--- config.mk ---
export PLATFORM = sky130hd
export DESIGN_NAME = rr_grant_arbiter
export DESIGN_NICKNAME = d
export VERILOG_FILES = /design/src/rtl/arb_pkg.sv /design/src/rtl/rr_grant_arbiter_dec.sv /design/src/rtl/rr_grant_arbiter.sv
export SDC_FILE = /design/constraint.sdc
export NUM_CORES = 1
export LEC_CHECK = 0
export ABC_AREA = 1
export CAP_MARGIN = 10
export CELL_PAD_IN_SITES_DETAIL_PLACEMENT = 0
export CELL_PAD_IN_SITES_GLOBAL_PLACEMENT = 1
export CORE_ASPECT_RATIO = 2
export CORE_MARGIN = 8
export CORE_UTILIZATION = 25
export DETAILED_ROUTE_END_ITERATION = 10
export PLACE_DENSITY_LB_ADDON = 0.25
export SLEW_MARGIN = 20
export SYNTH_ARGS = -nofsm -noshare
export SYNTH_HDL_FRONTEND = slang
export SYNTH_SLANG_ARGS = --single-unit
--- constraint.sdc ---
create_clock -name clk -period 6.24 [get_ports clk]
set_clock_uncertainty 0.15 [all_clocks]
set_input_delay 1.248 -clock clk [delete_from_list [all_inputs] [get_ports clk]]
set_output_delay 1.248 -clock clk [all_outputs]
set_load 0.01 [all_outputs]
--- src/rtl/arb_pkg.sv ---
// Shared arbitration types and the rotating-priority search used by the
// round-robin arbiters in this codebase.
package arb_pkg;

    typedef enum logic [0:0] {
        ARB_IDLE  = 1'b0,
        ARB_GRANT = 1'b1
    } arb_state_t;

    // Widest arbiter the shared search supports (index bits / requesters).
    localparam int unsigned RR_MAX_N = 32'd8;
    localparam int unsigned RR_MAX_R = 32'd256;

    typedef struct packed {
        logic                found;
        logic [RR_MAX_N-1:0] idx;
    } rr_pick_t;

    // Scan req starting at index start, wrapping modulo 2**n; returns the
    // first set position. Bits of req at or above 2**n are ignored.
    // The loop runs from the farthest offset down to offset 0 so the last
    // hit written is the closest one to start.
    function automatic rr_pick_t rr_pick(
        input logic [RR_MAX_R-1:0] req,
        input logic [RR_MAX_N-1:0] start,
        input int unsigned         n
    );
        rr_pick_t            res;
        logic [RR_MAX_N-1:0] pos;
        logic [RR_MAX_N-1:0] mask;
        int unsigned         span;
        span = 32'd1 << n;
        mask = RR_MAX_N'(span - 32'd1);
        res  = '{found: 1'b0, idx: {RR_MAX_N{1'b0}}};
        for (int i = int'(RR_MAX_R) - 1; i >= 0; i--) begin
            pos = (start + RR_MAX_N'(i)) & mask;
            res = ((unsigned'(i) < span) && req[pos]) ? '{found: 1'b1, idx: pos} : res;
        end
        return res;
    endfunction

endpackage

--- src/rtl/rr_grant_arbiter_dec.sv ---
// Parameterized N-to-2**N one-hot decoder.
module rr_grant_arbiter_dec #(
    parameter int unsigned N = 32'd3
) (
    input  logic [N-1:0]      idx,
    output logic [(2**N)-1:0] onehot
);

    // Set exactly the bit selected by idx.
    always_comb begin
        onehot      = {(2**N){1'b0}};
        onehot[idx] = 1'b1;
    end

endmodule

--- src/rtl/rr_grant_arbiter.sv ---
// Round-robin arbiter: 2**N requesters share one resource. A grant is held
// until the owner releases it, drops its request, or reaches MAX_HOLD cycles;
// the next owner is then chosen starting just after the previous one.
module rr_grant_arbiter
    import arb_pkg::*;
#(
    parameter int unsigned N        = 32'd3,
    parameter int unsigned MAX_HOLD = 32'd16
) (
    input  logic                clk,
    input  logic                rst_n,
    input  logic [(2**N)-1:0]   req,
    input  logic                rel,
    output logic [(2**N)-1:0]   grant,
    output logic [N-1:0]        grant_idx,
    output logic                grant_valid
);

    localparam int unsigned R  = 32'd1 << N;
    localparam int unsigned HW = (MAX_HOLD == 32'd0) ? 32'd1 : $clog2(MAX_HOLD + 32'd1);
    localparam logic [HW-1:0] HOLD_LAST = (MAX_HOLD == 32'd0) ? {HW{1'b0}} : HW'(MAX_HOLD - 32'd1);
    localparam logic [HW-1:0] CNT_SAT   = {HW{1'b1}};

    arb_state_t     state_r;
    arb_state_t     state_s;
    logic [N-1:0]   grant_idx_r;
    logic [N-1:0]   idx_s;
    logic           grant_valid_r;
    logic           valid_s;
    logic [R-1:0]   grant_r;
    logic [R-1:0]   dec_s;
    logic [N-1:0]   ptr_r;
    logic [N-1:0]   ptr_s;
    logic [HW-1:0]  hold_cnt_r;
    logic [HW-1:0]  cnt_s;
    logic [N-1:0]   start_s;
    logic           end_s;
    logic           timeout_s;
    rr_pick_t       pick_s;

    // Next-state, search and hold-counter logic.
    always_comb begin
        state_s   = state_r;
        idx_s     = grant_idx_r;
        valid_s   = grant_valid_r;
        ptr_s     = ptr_r;
        cnt_s     = hold_cnt_r;
        timeout_s = (MAX_HOLD != 32'd0) && (hold_cnt_r == HOLD_LAST);
        end_s     = rel || !req[grant_idx_r] || timeout_s;
        // While granted, the search starts just past the owner so it ranks last.
        if (state_r == ARB_GRANT) begin
            start_s = grant_idx_r + 1'b1;
        end else begin
            start_s = ptr_r;
        end
        pick_s = rr_pick(RR_MAX_R'(req), RR_MAX_N'(start_s), N);

        case (state_r)
            ARB_IDLE: begin
                if (pick_s.found) begin
                    state_s = ARB_GRANT;
                    idx_s   = N'(pick_s.idx);
                    valid_s = 1'b1;
                    cnt_s   = {HW{1'b0}};
                end else begin
                    state_s = ARB_IDLE;
                    valid_s = 1'b0;
                end
            end
            ARB_GRANT: begin
                if (end_s) begin
                    ptr_s = grant_idx_r + 1'b1;
                    cnt_s = {HW{1'b0}};
                    if (pick_s.found) begin
                        state_s = ARB_GRANT;
                        idx_s   = N'(pick_s.idx);
                        valid_s = 1'b1;
                    end else begin
                        state_s = ARB_IDLE;
                        valid_s = 1'b0;
                    end
                end else begin
                    // Saturate so an unlimited hold never wraps the counter.
                    if (hold_cnt_r != CNT_SAT) begin
                        cnt_s = hold_cnt_r + 1'b1;
                    end else begin
                        cnt_s = hold_cnt_r;
                    end
                end
            end
            default: begin
                state_s = ARB_IDLE;
                valid_s = 1'b0;
                cnt_s   = {HW{1'b0}};
            end
        endcase
    end

    rr_grant_arbiter_dec #(
        .N (N)
    ) u_grant_dec (
        .idx    (idx_s),
        .onehot (dec_s)
    );

    // State and output registers with synchronous active-low reset.
    always_ff @(posedge clk) begin
        if (!rst_n) begin
            state_r       <= ARB_IDLE;
            grant_idx_r   <= {N{1'b0}};
            grant_valid_r <= 1'b0;
            grant_r       <= {R{1'b0}};
            ptr_r         <= {N{1'b0}};
            hold_cnt_r    <= {HW{1'b0}};
        end else begin
            state_r       <= state_s;
            grant_idx_r   <= idx_s;
            grant_valid_r <= valid_s;
            grant_r       <= valid_s ? dec_s : {R{1'b0}};
            ptr_r         <= ptr_s;
            hold_cnt_r    <= cnt_s;
        end
    end

    assign grant       = grant_r;
    assign grant_idx   = grant_idx_r;
    assign grant_valid = grant_valid_r;

endmodule
# After elaboration in Yosys (flattened, before gate mapping)
# Cells that the tools add are included.
# op_classes
addsub,9
n_lt_le_gt_ge,11
eq_ne,4
mux,41
bitwise_logic,1
n_reduce_logical,7
# ops
cell,count
$lt 3x9->1 const B,8
$mux 9,8
$bmux 1 s3,9
$mux 5,3
$mux 1,13
$add 3x3->3 const B,4
$pmux 5 s2,1
$mux 3,3
$lt 3x4->1 const B,2
$add 3x1->3 const B,2
$add 3x2->3 const B,2
$pmux 3 s2,1
$reduce_and 2->1,3
$add 5x1->5 const B,1
$eq 5x4->1 const B,1
$ne 5x5->1 const B,1
$pmux 1 s2,2
$demux 1 s3,1
$ge 3x1->1 const B,1
$ne 3x1->1 const B,1
$logic_or 1x1->1,2
$ne 2x2->1 const B,1
$logic_and 1x1->1,1
$logic_not 1->1,1
$not 1->1,1
# totals
ff_bits,21
input_bits,11
output_inout_bits,12

# Logic depth before layout (Yosys ltp)
# depth
ltp_word,20
depth_mapped,24

# Modules after synthesis
# Synthesis repeated with hierarchy kept, for this count alone.
# hier_totals
cells_unflattened,330
hier_area_um2,1906.8
# modules_own_cells
mod,n_inst,cells_per_inst,area_per_inst_um2
rr_grant_arbiter,1,315,1850.5
rr_grant_arbiter_dec,1,15,56.3

# Worst setup path after synthesis
# Ideal clock, no wire load.
# synth_path
kind,input -> register
start,in req[0]
end,"reg grant_r[3], in the netlist grant[3]"
arrival_time_ns,2.510
required_ns,5.974
slack_ns,3.465
cell_stages,14
path_buffers,0
cell_sequence,inv_1 > nand3_1 > nand3_1 > nand2_1 > nand2_1 > nand2_1 > inv_1 > nand4_2 > o21ai_4 > inv_2 > nand2_1 > nand2_1 > nand2_1 > nor2_1
# synth_via
elab_chain_len,17
elab_cells_between_ends,41
cone_classes,order compare: 2; mux: 34; reduce/logical: 5
# synth_lines
item,line_no,rtl
from (decl),rr_grant_arbiter.sv:12,"input logic [(2**N)-1:0] req,"
$bmux 1 s3,arb_pkg.sv:37,"res = ((unsigned'(i) < span) && req[pos]) ? '{found: 1'b1, idx: pos} : res;"
$mux 1 (implied by the code),arb_pkg.sv:37,
$mux 9 (8 in series),arb_pkg.sv:37,
$mux 3,"rr_grant_arbiter.sv:60, rr_grant_arbiter.sv:74",
$mux 3,rr_grant_arbiter.sv:71,if (end_s) begin
$pmux 3 s2,rr_grant_arbiter.sv:58,case (state_r)
$lt 3x4->1 (implied by the code) or $ge 3x1->1 (tied branches),rr_grant_arbiter_dec.sv:12,onehot[idx] = 1'b1;
$logic_and 1x1->1 (implied by the code),rr_grant_arbiter_dec.sv:12,
$mux 1 (implied by the code),rr_grant_arbiter_dec.sv:12,
$demux 1 s3,--,
to (signal assigned),rr_grant_arbiter.sv:112,grant_r <= {R{1'b0}};
to (signal assigned),rr_grant_arbiter.sv:119,grant_r <= valid_s ? dec_s : {R{1'b0}};
to (decl),rr_grant_arbiter.sv:30,logic [R-1:0] grant_r;
# Several ways; a longest one is shown, not always the timed one. The select of a mux whose other input is x is not followed.
# A chain may end at the register's enable or synchronous reset.

# Final worst setup path
# layout_path
start,in req[5]
end,"reg grant_r[5], in the netlist grant[5]"
# Same word-level chain as after synthesis.

==> flow_summary.yaml <==
grt:
  grt_pass1_vias: 2008
  grt.overflow.total: 0
  grt_pass1_wl_um: 9670
  grt_util_all_layers_pct: 11.7
  grt_start_max_net_pins: 13
  antenna_found_initial: 0
clock_tree:
  clkTransAtPathRegs_ps: 50
  cts_buffers: 3
  cts_tree: "done"
  numClockSinks: 21
  cts-root-buf: "clkbuf_16"
  cts_resized: 0
  insertion_delay_ps: 260
  cts_setup_buffers: 0
  cts_hold_buf: 0
  clockBufferDepth: 2
  h-tree-depth: 1
sta:
  fin_setup_tns_ps: 0
  worst_slew_pin_slew_ps: 586
  rsz0062_at_grt: "no"
  setup_viol: 0
  relSlewSlack_pct: 60.9
  fin_crit_sh_pct: 54.7
  maxSlewViolCount: 0
  max_freq_mhz: 293
  post-route-min-period_ps: 3420
  hold_viol_final: 0
critical_path:
  cp_num_buf_inv: 3
  cp.required_ps: 6240
  ff2ff_setup_slack_ps: 2850
  critPathKind: "in -> reg"
  worstReg2RegEnd: "grant[5]"
  r2r-start: "grant_idx[0]"
  cp-endpoint: "grant[5]"
  critical_path.max_fanout: 5
  crit_path_top_delay_cell: "clkdlybuf4s50_1"
  crit_arrival_ps: 3420
  critPathLaunch: "req[5]"
  critPathLaunchType: "input pin"
  cpMostUsedCell: "nand2_1"
  max_stage_delay_ps: 480
  path_cells: "clkdlybuf4s50_1, inv_1, nand3_1, nand3_1, nand2_1, nand2_1, nand2_1, inv_1, nand4_2, o21ai_4, a21oi_1, nand2_1, nand2_1, nand2_1, nor2_1"
  worstRegToRegCells: 17
  crit_path_end_kind: "flip-flop"
  cp.depth: 15
  cp_top_family: "simple AND/OR/NAND/NOR gates"
detailed_routing:
  routedWlPerCell_um: 14.4
  drc: 0
  drt-total-wl_um: 6100
  dr.pass1.iters: 4
  ant_nets: 0
  dr.first_iter.drc_count: 62
  vias_per_cell: 4.67
  vias: 1978
place:
  post_dp_cell_area_mm2: 0.00214
  hpwlAfterDp_um: 5300
  routabilityCongestion: 0.851
  io_buffers: 22
synthesis:
  synth_nets: 328
  ys_types: 26
  seq_area_frac_synth_pct: 22.5
  synth_cells: 311
  syn_area_mm2: 0.00187
  yosysWarnings: 0
  syn_avg_cell_area_um2: 6.01
  ys_seq_elements: 21
floorplan:
  io_pins: 23
  die_area_mm2: 0.0107
  die_h_um: 138
  die_x_um: 77.2
  rows: 44
  start_util_pct: 25.7
  coreArea_mm2: 0.00727
layout:
  antenna_cells: 0
  mostFrequentLayoutCells: "nand2_1 (118), nand3_1 (37), inv_1 (34)"
  stdcell_area_mm2: 0.00222
  fin_util_pct: 30.6
  area_growth_pct: 18.9
  multi_input_area_mm2: 0.00123
  seq_area_um2: 420
  drive_gt1_share_pct: 12.0
  final_nets: 350
  mostFrequentLayoutCell: "nand2_1"
  fill_cells: 855
pwr:
  ir_worst_vdd_mv: 0.195
  power_density_mw_per_mm2: 502
  leakage_nw: 1.10
outcome:
  status: "complete, no violations"
worst_hold_path:
  hp-class: "reg -> reg"
job:
  drv_cap: 0
[tightest hold or removal path: stages, from the launching register on]
cell and delay, ps:
dfxtp_1 330, nand2_1 70, a21oi_1 50
[metrics by stage]
stage	hold WS (ps)	total power, mW	std cells	worst slack [ps]
2_1_floorplan	320	0.780	311	3460
5_1_grt	394	1.23	424	2500
4_1_cts	357	1.13	424	2800
6_report	355	1.12	424	2820
3_5_place_dp	349	0.992	420	2540
3_3_place_gp	341	1.00	420	2510
[layout make-up]
type / count / area share, %
Sequential cell: 21 / 18.9
Inverter: 40 / 7.09
Timing Repair Buffer: 22 / 9.90
Tap cell: 92 / 5.18
Multi-Input combinational cell: 245 / 55.4
Clock buffer: 4 / 3.55
[synth_stat cells]
cell,instances,area [µm²]
nand2_8,2,40.0
nor2_4,1,11.3
nand2_2,14,87.6
xor2_1,2,17.5
a21oi_2,1,8.76
nand2_4,3,33.8
nand4_2,1,12.5
nor2_2,2,12.5
dfxtp_1,21,420
inv_8,1,11.3
a21oi_1,20,100
buf_4,1,7.51
nand2_1,118,443
inv_2,5,18.8
nand3_2,5,50.1
o21ai_4,1,16.3
a31oi_1,1,6.26
buf_6,3,33.8
nor2_1,20,75.1
or2_2,1,6.26
nand3_1,37,185
buf_12,1,20.0
inv_1,34,128
nor3_1,3,15.0
ha_1,6,75.1
o21ai_0,7,35.0
[report_power, final]
part / internal [mW] / leakage, nW / switching [mW]
logic: 0.254 / 0.889 / 0.536
registers: 0.164 / 0.172 / 0.0268
clock network: 0.0872 / 0.0382 / 0.0498
[worst min-delay path by stage]
| stage | from | endpoint | slack [ps] | depth (start not counted) |
|---|---|---|---|---|
| final | hold_cnt_r[0] | hold_cnt_r[0] | 350 | 2 |
| after detailed placement | hold_cnt_r[0] | hold_cnt_r[0] | 350 | 2 |
| after CTS | hold_cnt_r[0] | hold_cnt_r[0] | 360 | 2 |
| after floorplan | hold_cnt_r[0] | hold_cnt_r[0] | 320 | 2 |
| after global placement | hold_cnt_r[0] | hold_cnt_r[0] | 340 | 2 |
| after global routing | hold_cnt_r[0] | hold_cnt_r[0] | 390 | 2 |
[cell families (layout without fill, tap and decap cells)]
family / after synthesis / count (layout) / synth area share, %
compound gates: 30 / 30 / 8.90
buf+inv: 45 / 66 / 11.7
fa+ha+maj: 6 / 6 / 4.01
xor+xnor: 2 / 2 / 0.937
simple gates: 207 / 207 / 52.0
flops: 21 / 21 / 22.5
[registers in the layout, summed over array words and instances, names as in the netlist]
signal	cells
ptr_r	3
hold_cnt_r	5
grant_idx	3
grant_valid	1
state_r	1
grant	8
[routing by layer]
layer	wire length, µm	track usage, %	share of wire (%)	vias to the layer above
met5	0	0	0	-
met2	3690	24.4	60	40
met3	119	1.23	2.0	21
li1	-	-	-	1029
met4	382	9.22	6.3	0
met1	1910	8.81	31	888
No activity file was read; power rests on OpenSTA's default activity.
